**src/rtl/spi_pkg.sv**
```systemverilog
// Shared definitions for the SPI word slave: edge-role encoding and the
// CPOL/CPHA to sample/shift edge mapping.
package spi_pkg;

   typedef enum logic {
      EDGE_RISE,
      EDGE_FALL
   } edge_t;

   function automatic edge_t sample_edge(input bit cpol, input bit cpha);
      edge_t lead;
      lead = cpol ? EDGE_FALL : EDGE_RISE;
      if (cpha)
         return (lead == EDGE_RISE) ? EDGE_FALL : EDGE_RISE;
      return lead;
   endfunction

   function automatic edge_t shift_edge(input bit cpol, input bit cpha);
      return (sample_edge(cpol, cpha) == EDGE_RISE) ? EDGE_FALL : EDGE_RISE;
   endfunction

endpackage

```
**src/rtl/spi_input_sync.sv**
```systemverilog
// Multi-flop synchroniser for one asynchronous SPI input, with edge pulses
// taken against one further registered copy of the synced level.
module spi_input_sync #(
   parameter int SYNC_STAGES = 2
) (
   input  logic clk,
   input  logic din,
   output logic level,
   output logic rise,
   output logic fall
);

   logic [SYNC_STAGES-1:0] chain;
   logic                   prev;

   // Deliberately not reset: a reset in mid-frame must not fabricate a CS edge.
   always_ff @(posedge clk) begin
      chain <= {chain[SYNC_STAGES-2:0], din};
      prev  <= chain[SYNC_STAGES-1];
   end

   assign level = chain[SYNC_STAGES-1];
   assign rise  = level & ~prev;
   assign fall  = ~level & prev;

endmodule

```
**src/rtl/spi_word_slave.sv**
```systemverilog
// SPI slave in the system clock domain: all CPOL/CPHA modes, back-to-back
// words per frame, valid/ready RX port and one-deep TX holding register.
module spi_word_slave
   import spi_pkg::*;
#(
   parameter int WIDTH       = 8,
   parameter int CPOL        = 0,
   parameter int CPHA        = 0,
   parameter int MSB_FIRST   = 1,
   parameter int SYNC_STAGES = 2
) (
   input  logic             clk,
   input  logic             rst,
   input  logic             spi_clk,
   input  logic             spi_cs_n,
   input  logic             mosi,
   output logic             miso,
   output logic             miso_oe,
   input  logic [WIDTH-1:0] tx_data,
   input  logic             tx_valid,
   output logic             tx_ready,
   output logic [WIDTH-1:0] rx_data,
   output logic             rx_valid,
   input  logic             rx_ready,
   output logic             frame_start,
   output logic             frame_end,
   output logic             rx_overrun,
   output logic             tx_underrun
);

   localparam edge_t SAMPLE_EDGE = sample_edge(CPOL != 0, CPHA != 0);
   localparam edge_t SHIFT_EDGE  = shift_edge(CPOL != 0, CPHA != 0);
   localparam int    CW          = $clog2(WIDTH + 1);
   localparam logic [CW-1:0] LAST_BIT = CW'(WIDTH - 1);

   logic sclk_lvl, sclk_rise, sclk_fall;
   logic cs_lvl, cs_rise, cs_fall;
   logic mosi_lvl, mosi_rise, mosi_fall;
   logic unused_sync;

   spi_input_sync #(.SYNC_STAGES(SYNC_STAGES)) u_sync_sclk (
      .clk(clk), .din(spi_clk), .level(sclk_lvl), .rise(sclk_rise), .fall(sclk_fall));
   spi_input_sync #(.SYNC_STAGES(SYNC_STAGES)) u_sync_cs (
      .clk(clk), .din(spi_cs_n), .level(cs_lvl), .rise(cs_rise), .fall(cs_fall));
   spi_input_sync #(.SYNC_STAGES(SYNC_STAGES)) u_sync_mosi (
      .clk(clk), .din(mosi), .level(mosi_lvl), .rise(mosi_rise), .fall(mosi_fall));

   assign unused_sync = ^{sclk_lvl, mosi_rise, mosi_fall};

   logic [CW-1:0]    bit_cnt;
   logic             load_pending;
   logic             selected;
   logic [WIDTH-1:0] hold;
   logic [WIDTH-1:0] shift_out;
   logic [WIDTH-1:0] rx_shift;

   logic             active, sample_ev, shift_ev, do_load, out_bit;
   logic [WIDTH-1:0] rx_next, tx_adv;

   always_comb begin
      active    = selected & ~cs_lvl;
      sample_ev = (SAMPLE_EDGE == EDGE_RISE) ? sclk_rise : sclk_fall;
      shift_ev  = (SHIFT_EDGE == EDGE_RISE) ? sclk_rise : sclk_fall;
      do_load   = 1'b0;
      if (cs_fall)
         do_load = (CPHA == 0);
      else if (active && shift_ev && load_pending)
         do_load = 1'b1;
      if (MSB_FIRST != 0) begin
         rx_next = {rx_shift[WIDTH-2:0], mosi_lvl};
         tx_adv  = {shift_out[WIDTH-2:0], 1'b0};
         out_bit = shift_out[WIDTH-1];
      end else begin
         rx_next = {mosi_lvl, rx_shift[WIDTH-1:1]};
         tx_adv  = {1'b0, shift_out[WIDTH-1:1]};
         out_bit = shift_out[0];
      end
   end

   always_ff @(posedge clk) begin
      if (rst) begin
         bit_cnt      <= '0;
         load_pending <= 1'b0;
         selected     <= 1'b0;
         hold         <= '0;
         shift_out    <= '0;
         rx_shift     <= '0;
         tx_ready     <= 1'b1;
         rx_data      <= '0;
         rx_valid     <= 1'b0;
         frame_start  <= 1'b0;
         frame_end    <= 1'b0;
         rx_overrun   <= 1'b0;
         tx_underrun  <= 1'b0;
      end else begin
         frame_start <= 1'b0;
         frame_end   <= 1'b0;
         rx_overrun  <= 1'b0;
         tx_underrun <= 1'b0;
         if (rx_valid && rx_ready)
            rx_valid <= 1'b0;
         if (tx_valid && tx_ready) begin
            hold     <= tx_data;
            tx_ready <= 1'b0;
         end

         if (cs_fall) begin
            frame_start  <= 1'b1;
            selected     <= 1'b1;
            bit_cnt      <= '0;
            rx_shift     <= '0;
            load_pending <= (CPHA != 0);
         end else if (cs_rise && selected) begin
            frame_end    <= 1'b1;
            selected     <= 1'b0;
            bit_cnt      <= '0;
            rx_shift     <= '0;
            shift_out    <= '0;
            load_pending <= 1'b0;
         end else if (active) begin
            if (shift_ev && load_pending)
               load_pending <= 1'b0;
            else if (shift_ev)
               shift_out <= tx_adv;
            if (sample_ev) begin
               rx_shift <= rx_next;
               if (bit_cnt == LAST_BIT) begin
                  bit_cnt      <= '0;
                  rx_data      <= rx_next;
                  rx_valid     <= 1'b1;
                  load_pending <= 1'b1;
                  if (rx_valid && !rx_ready)
                     rx_overrun <= 1'b1;
               end else begin
                  bit_cnt <= bit_cnt + 1'b1;
               end
            end
         end

         // Load overrides the shift and the holding-register write above;
         // an empty holding register with tx_valid present bypasses tx_data.
         if (do_load) begin
            if (!tx_ready) begin
               shift_out <= hold;
               tx_ready  <= 1'b1;
            end else if (tx_valid) begin
               shift_out <= tx_data;
               tx_ready  <= 1'b1;
            end else begin
               shift_out   <= '0;
               tx_underrun <= 1'b1;
            end
         end
      end
   end

   assign miso    = selected & out_bit;
   assign miso_oe = selected;

endmodule
```
**config.mk**
```make
export PLATFORM = sky130hd
export DESIGN_NAME = spi_word_slave
export DESIGN_NICKNAME = d
export VERILOG_FILES = /design/src/rtl/spi_pkg.sv /design/src/rtl/spi_input_sync.sv /design/src/rtl/spi_word_slave.sv
export SDC_FILE = /design/constraint.sdc
export NUM_CORES = 1
export LEC_CHECK = 0
export CAP_MARGIN = 20
export CORE_MARGIN = 2
export CORE_UTILIZATION = 25
export CTS_CLUSTER_SIZE = 8
export DETAILED_ROUTE_END_ITERATION = 12
export DONT_BUFFER_PORTS = 1
export PLACE_DENSITY_LB_ADDON = 0.05
export SETUP_SLACK_MARGIN = 0.5
export SKIP_CTS_REPAIR_TIMING = 1
export SLEW_MARGIN = 10
export SYNTH_ARGS = -nofsm -noshare
export SYNTH_HDL_FRONTEND = slang
export SYNTH_SLANG_ARGS = --single-unit
```
**constraint.sdc**
```tcl
create_clock -name clk -period 1.3 [get_ports clk]
set_clock_uncertainty 0.05 [all_clocks]
set_input_delay 0.26 -clock clk [delete_from_list [all_inputs] [get_ports clk]]
set_output_delay 0.26 -clock clk [all_outputs]
set_load 0.03 [all_outputs]
```
# [Word-level counts from Yosys, hierarchy flattened]
# Index checks and enable logic that the tools add are counted.
[word_totals] reg_bits=51 inputBits=15 out_inout_bits=16 wordCells=87
[op_classes] add_sub_neg=1 n_eq_ne=3 n_mux=30 bitwise=17 reduce_logical=18
[op_table] operator="$mux W8" n=8
[op_table] operator="$mux W1" n=21
[op_table] operator="$not A1 Y1" n=11
[op_table] operator="$logic_and A1 B1 Y1" n=7
[op_table] operator="$and A1 B1 Y1" n=6
[op_table] operator="$reduce_bool A3 Y1" n=2
[op_table] operator="$reduce_or A3 Y1" n=2
[op_table] operator="$reduce_or A6 Y1" n=1
[op_table] operator="$reduce_and A5 Y1" n=1
[op_table] operator="$add A4 B1 Y4 const B" n=1
[op_table] operator="$eq A4 B3 Y1 const B" n=1
[op_table] operator="$mux W4" n=1
[op_table] operator="$reduce_and A4 Y1" n=1
[op_table] operator="$ne A3 B3 Y1 const B" n=1
[op_table] operator="$ne A2 B1 Y1 const B" n=1
[op_table] operator="$reduce_and A2 Y1" n=1
[op_table] operator="$reduce_bool A2 Y1" n=1
[op_table] operator="$reduce_or A2 Y1" n=1
[op_table] operator="$logic_not A1 Y1" n=1

# [Logic depth before layout (Yosys ltp)]
[depth] ltp_word=8 ltp_mapped=6

# [Cells and area by module]
# A second synthesis with hierarchy kept.
[unflattened] hier_cells=214 area_unflattened_um2=2059.5
[by_module_without_submodules] module="spi_word_slave" n_inst=1 cells_per_inst=199 area_each_um2=1834.3
[by_module_without_submodules] module="spi_input_sync" n_inst=3 cells_per_inst=5 area_each_um2=75.1

# [Worst setup path before layout]
# OpenSTA, ideal clock, no wires.
[synth_timing] kind="flip-flop to flip-flop" from="reg tx_ready" to="reg shift_out[7]" arrival_time_ps=1367 required_time_ps=1159 setup_slack_ps=-208 stages_incl_launch_ff=6 period_less_slack_ps=1508 path_cell_list="dfxtp_1 and2_1 clkbuf_1 nand2_1 a21bo_1 a311oi_1"
[synth_between] elab_chain_len=2
[synth_rtl] item="start: declaration" line_no="spi_word_slave.sv:21" source="output logic tx_ready,"
[synth_rtl] item="start signal: assignment" line_no="spi_word_slave.sv:88" source="tx_ready <= 1'b1;"
[synth_rtl] item="start signal: assignment" line_no="spi_word_slave.sv:104" source="tx_ready <= 1'b0;"
[synth_rtl] item="start signal: assignment" line_no="spi_word_slave.sv:145" source="tx_ready <= 1'b1;"
[synth_rtl] item="$mux W8" line_no="spi_word_slave.sv:143" source="if (!tx_ready) begin"
[synth_rtl] item="$mux W8" line_no="spi_word_slave.sv:142" source="if (do_load) begin"
[synth_rtl] item="end signal: assignment" line_no="spi_word_slave.sv:124" source="shift_out <= tx_adv;"
[synth_rtl] item="end signal: assignment" line_no="spi_word_slave.sv:144" source="shift_out <= hold;"
[synth_rtl] item="end signal: assignment" line_no="spi_word_slave.sv:147" source="shift_out <= tx_data;"
[synth_rtl] item="end: declaration" line_no="spi_word_slave.sv:54" source="logic [WIDTH-1:0] shift_out;"
# No other way between the ends.
# A chain may end at the register's enable or synchronous reset.

# [Worst setup path in the final report]
[layout_timing] from="reg u_sync_cs.chain[1]" to="reg bit_cnt[3]"
[layout_between] elab_chain_len=3 word_cells_on_any_way=7
[layout_rtl] item="start: declaration" line_no="spi_input_sync.sv:13" source="logic [SYNC_STAGES-1:0] chain;"
[layout_rtl] item="start signal: assignment" line_no="spi_input_sync.sv:18" source="chain <= {chain[SYNC_STAGES-2:0], din};"
[layout_rtl] item="$and A1 B1 Y1 or $not A1 Y1 (tied branches)" line_no="spi_input_sync.sv:23, spi_input_sync.sv:24, spi_word_slave.sv:61"
[layout_rtl] item="$logic_and A1 B1 Y1, or another cell as far along" line_no="spi_word_slave.sv:113" source="end else if (cs_rise && selected) begin"
[layout_rtl] item="$reduce_or A3 Y1 (no source line) or $reduce_and A2 Y1 (tied branches)"
[layout_rtl] item="end signal: assignment" line_no="spi_word_slave.sv:135" source="bit_cnt <= bit_cnt + 1'b1;"
[layout_rtl] item="end: declaration" line_no="spi_word_slave.sv:50" source="logic [CW-1:0] bit_cnt;"
# Several ways; a longest one is shown, not always the timed one.

==> flow_summary.yaml <==
logic_synthesis:
  yosysMostFrequentCell: "dfxtp_1"
  ys_async_sr_fraction: 0
  synth-seq-cells: 51
  synthTopCellsByArea: "dfxtp_1 55%, a21oi_1 8.0%, nand2_1 7.6%"
  syn_area_um2: 1866
  syn-num-nets: 215
  netlist_instances: 199
  synth_edf_count: 0
  yosys.area.top_type_share: 0.5473
  ys_seq_area_frac: 0.5473
  yosysWarningCount: 0
  synth_top_area_cell: "dfxtp_1"
  synth_common_cells: "51 x dfxtp_1, 38 x nand2_1, 30 x a21oi_1, 13 x nor2_1, 11 x nand2b_1"
  syn_area_per_cell_um2: 9.375
  synth_cell_types: 34
  ys.flop_type: "dfxtp_1"
hold_path:
  hold_path_class: "primary input to flop"
  hp-start: "tx_valid"
  holdPathStages: 1
  min_to: "tx_underrun"
cts:
  cts_max_level: 2
  cts_buffer_depth: 2
  clkSinkCount: 51
  tritoncts: "built"
  numCtsBuffers: 5
  clock_latency_ns: 0.30
  clockRootBuffer: "clkbuf_8"
  cts.clk_slew.worst_paths_ns: 0.09
setup_path:
  r2r-end: "bit_cnt[3]"
  ff2ff_path_depth: 4
  crit_path_max_incr_delay_ns: 0.38
  r2r_start: "u_sync_cs.chain[1]"
  startpoint_type: "flop"
  crit_buf_inv: 0
  path_max_fanout: 7
  r2r_slack_ns: -0.12
  cp.required_ns: 1.49
  cp_slowest_cell: "dfxtp_4"
  crit_type: "flop to flop"
  startpoint: "u_sync_cs.chain[1]"
  path_delay_family: "simple AND/OR/NAND/NOR gates"
  critPathCaptureType: "flop"
  cp_data_arrival_time_ns: 1.61
  path_cells: "and4bb_2 -> nand4_1 -> or3_1 -> a21oi_2"
place:
  place_congestion: 0.7349
  place_inst: 313
  dpl.hpwl_um: 2874
  portBuffers: 0
timing:
  grt_setup_unrepaired: "yes"
  hold_viol: 22
  min_period_ns: 1.421
  setup_ws_ns: -0.1211
  hold_slack_ns: -0.04328
  setup_viol: 26
  worst_pin_slew_ns: 0.3806
  maxSlewHeadroom: 0.7444
  drv_slew: 0
  period_share: 1.093
  fmax_mhz: 703.7
die:
  num_io_pins: 31
  start_util: 0.2572
  fp-row-count: 31
  dieHeight_um: 90.39
  dieArea_um2: 8169
  die_w_um: 90.39
  coreArea_um2: 7253
run:
  drv_cap: 0
drt:
  wl_met3_um: 208
  antenna_left: 0
  avgRoutedWirePerCell_um: 12.78
  drtPass1Iterations: 4
  wl_met2_um: 2071
  drc: 0
  vias: 1494
  drt-vias-per-instance: 4.460
  highest_layer: "met4"
  drtIter0Drc: 25
  wirelength_um: 4280
  wl_met1_um: 1958
power:
  p_per_area_nw_per_um2: 1087
  p_leak_nw: 1.054
  ir_worst_vdd_mv: 0.3683
  power_mw: 2.970
global_route:
  grt_pass1_vias: 1460
  grt_overflow_total: 0
  grt_pass1_wl_um: 6693
  antenna_found_initial: 0
  grt_start_max_net_pins: 27
  grt.total_usage: 0.1011
layout:
  nets: 251
  finalNonFillerCells: 335
  final_layout_size_suffix_gt1_frac: 0.5042
  num_antenna_cells: 0
  syn_to_final_growth_pct: 46.41
run_status:
  violations: "hold timing, setup timing"
  status: "complete, but fails checks"
==> where the power goes <==
group	leakage, nW	switching, mW	total [mW]	internal [mW]
logic	0.568	0.131	0.279	0.148
registers	0.427	0.0382	1.63	1.59
clock network	0.0594	0.517	1.06	0.546
==> registers in the layout, indices dropped and copies added, names as in the netlist, 2 cells and up <==
name / cells
bit_cnt: 4
hold: 8
rx_data: 8
rx_shift: 7
shift_out: 8
u_sync_cs.chain: 2
u_sync_mosi.chain: 2
u_sync_sclk.chain: 2
==> cell families (layout without fill, tap and decap cells) <==
logic type,count (synthesis),in the layout,synth area share
flops,51,51,0.5473
fa+ha+maj,1,1,0.006706
simple gates,81,81,0.2166
compound gates,44,44,0.1489
mux,8,8,0.04293
xor+xnor,1,1,0.004696
buf+inv,13,50,0.03286
==> how the worst max path moves through the flow <==
stage	end	slack (ns)	cells past startpoint
3_3_place_gp	shift_out[1]	-0.12	4
6_report	bit_cnt[3]	-0.12	4
2_1_floorplan	bit_cnt[3]	-0.02	5
4_1_cts	shift_out[2]	-0.17	4
5_1_grt	rx_data[3]	-0.19	5
3_5_place_dp	shift_out[2]	-0.15	4
==> stage by stage <==
stage | util | area [µm²] | worst slack, ns | TNS, ns | hold slack (ns)
6_report | 0.3766 | 2731 | -0.1211 | -1.731 | -0.04328
5_1_grt | 0.3766 | 2731 | -0.1903 | -3.827 | -0.06580
4_1_cts | 0.3171 | 2300 | -0.1748 | -2.428 | -0.08749
3_5_place_dp | 0.3015 | 2187 | -0.1452 | -1.905 | 0.2378
3_3_place_gp | 0.3015 | 2187 | -0.1243 | -2.024 | 0.2378
2_1_floorplan | - | 1959 | -0.01997 | -0.01997 | 0.2377
==> cells in the final DEF (no fill, tap or decap), types with 6 or more instances in the layout <==
master    netlist  layout
a221o_1         6       6
dfxtp_1        51      31
buf_6           1      14
nand2_4         0       8
nor2_1         13       9
mux2i_1         8       8
a21oi_2         0      27
nand2_1        38      29
buf_4           1      20
nand2b_1       11      10
dfxtp_4         0      11
clkbuf_8        0       6
dfxtp_2         0       9
==> worst register-to-register path, cell delays in order (launching register included) <==
cell and delay (ns):
dfxtp_4 0.38, and4bb_2 0.33, nand4_1 0.11, or3_1 0.38, a21oi_2 0.12
==> per-layer routing <==
metal / GRT usage / vias up
met3: 0.03589 / 5
met5: 0 / -
met1: 0.1187 / 701
met2: 0.1711 / 30
met4: 0.03462 / 0
li1: - / 758
==> cell type report <==
cell class | count | area, µm²
sequential | 51 | 1074
inverter | 3 | 11.26
multi-input combinational | 135 | 1032
clock buffer | 7 | 107.6
tap | 99 | 123.9
fill | 735 | 4522
clock inverter | 1 | 5.005
timing repair buffer | 39 | 377.9
Note: power is estimated with default switching activity, not from simulation.
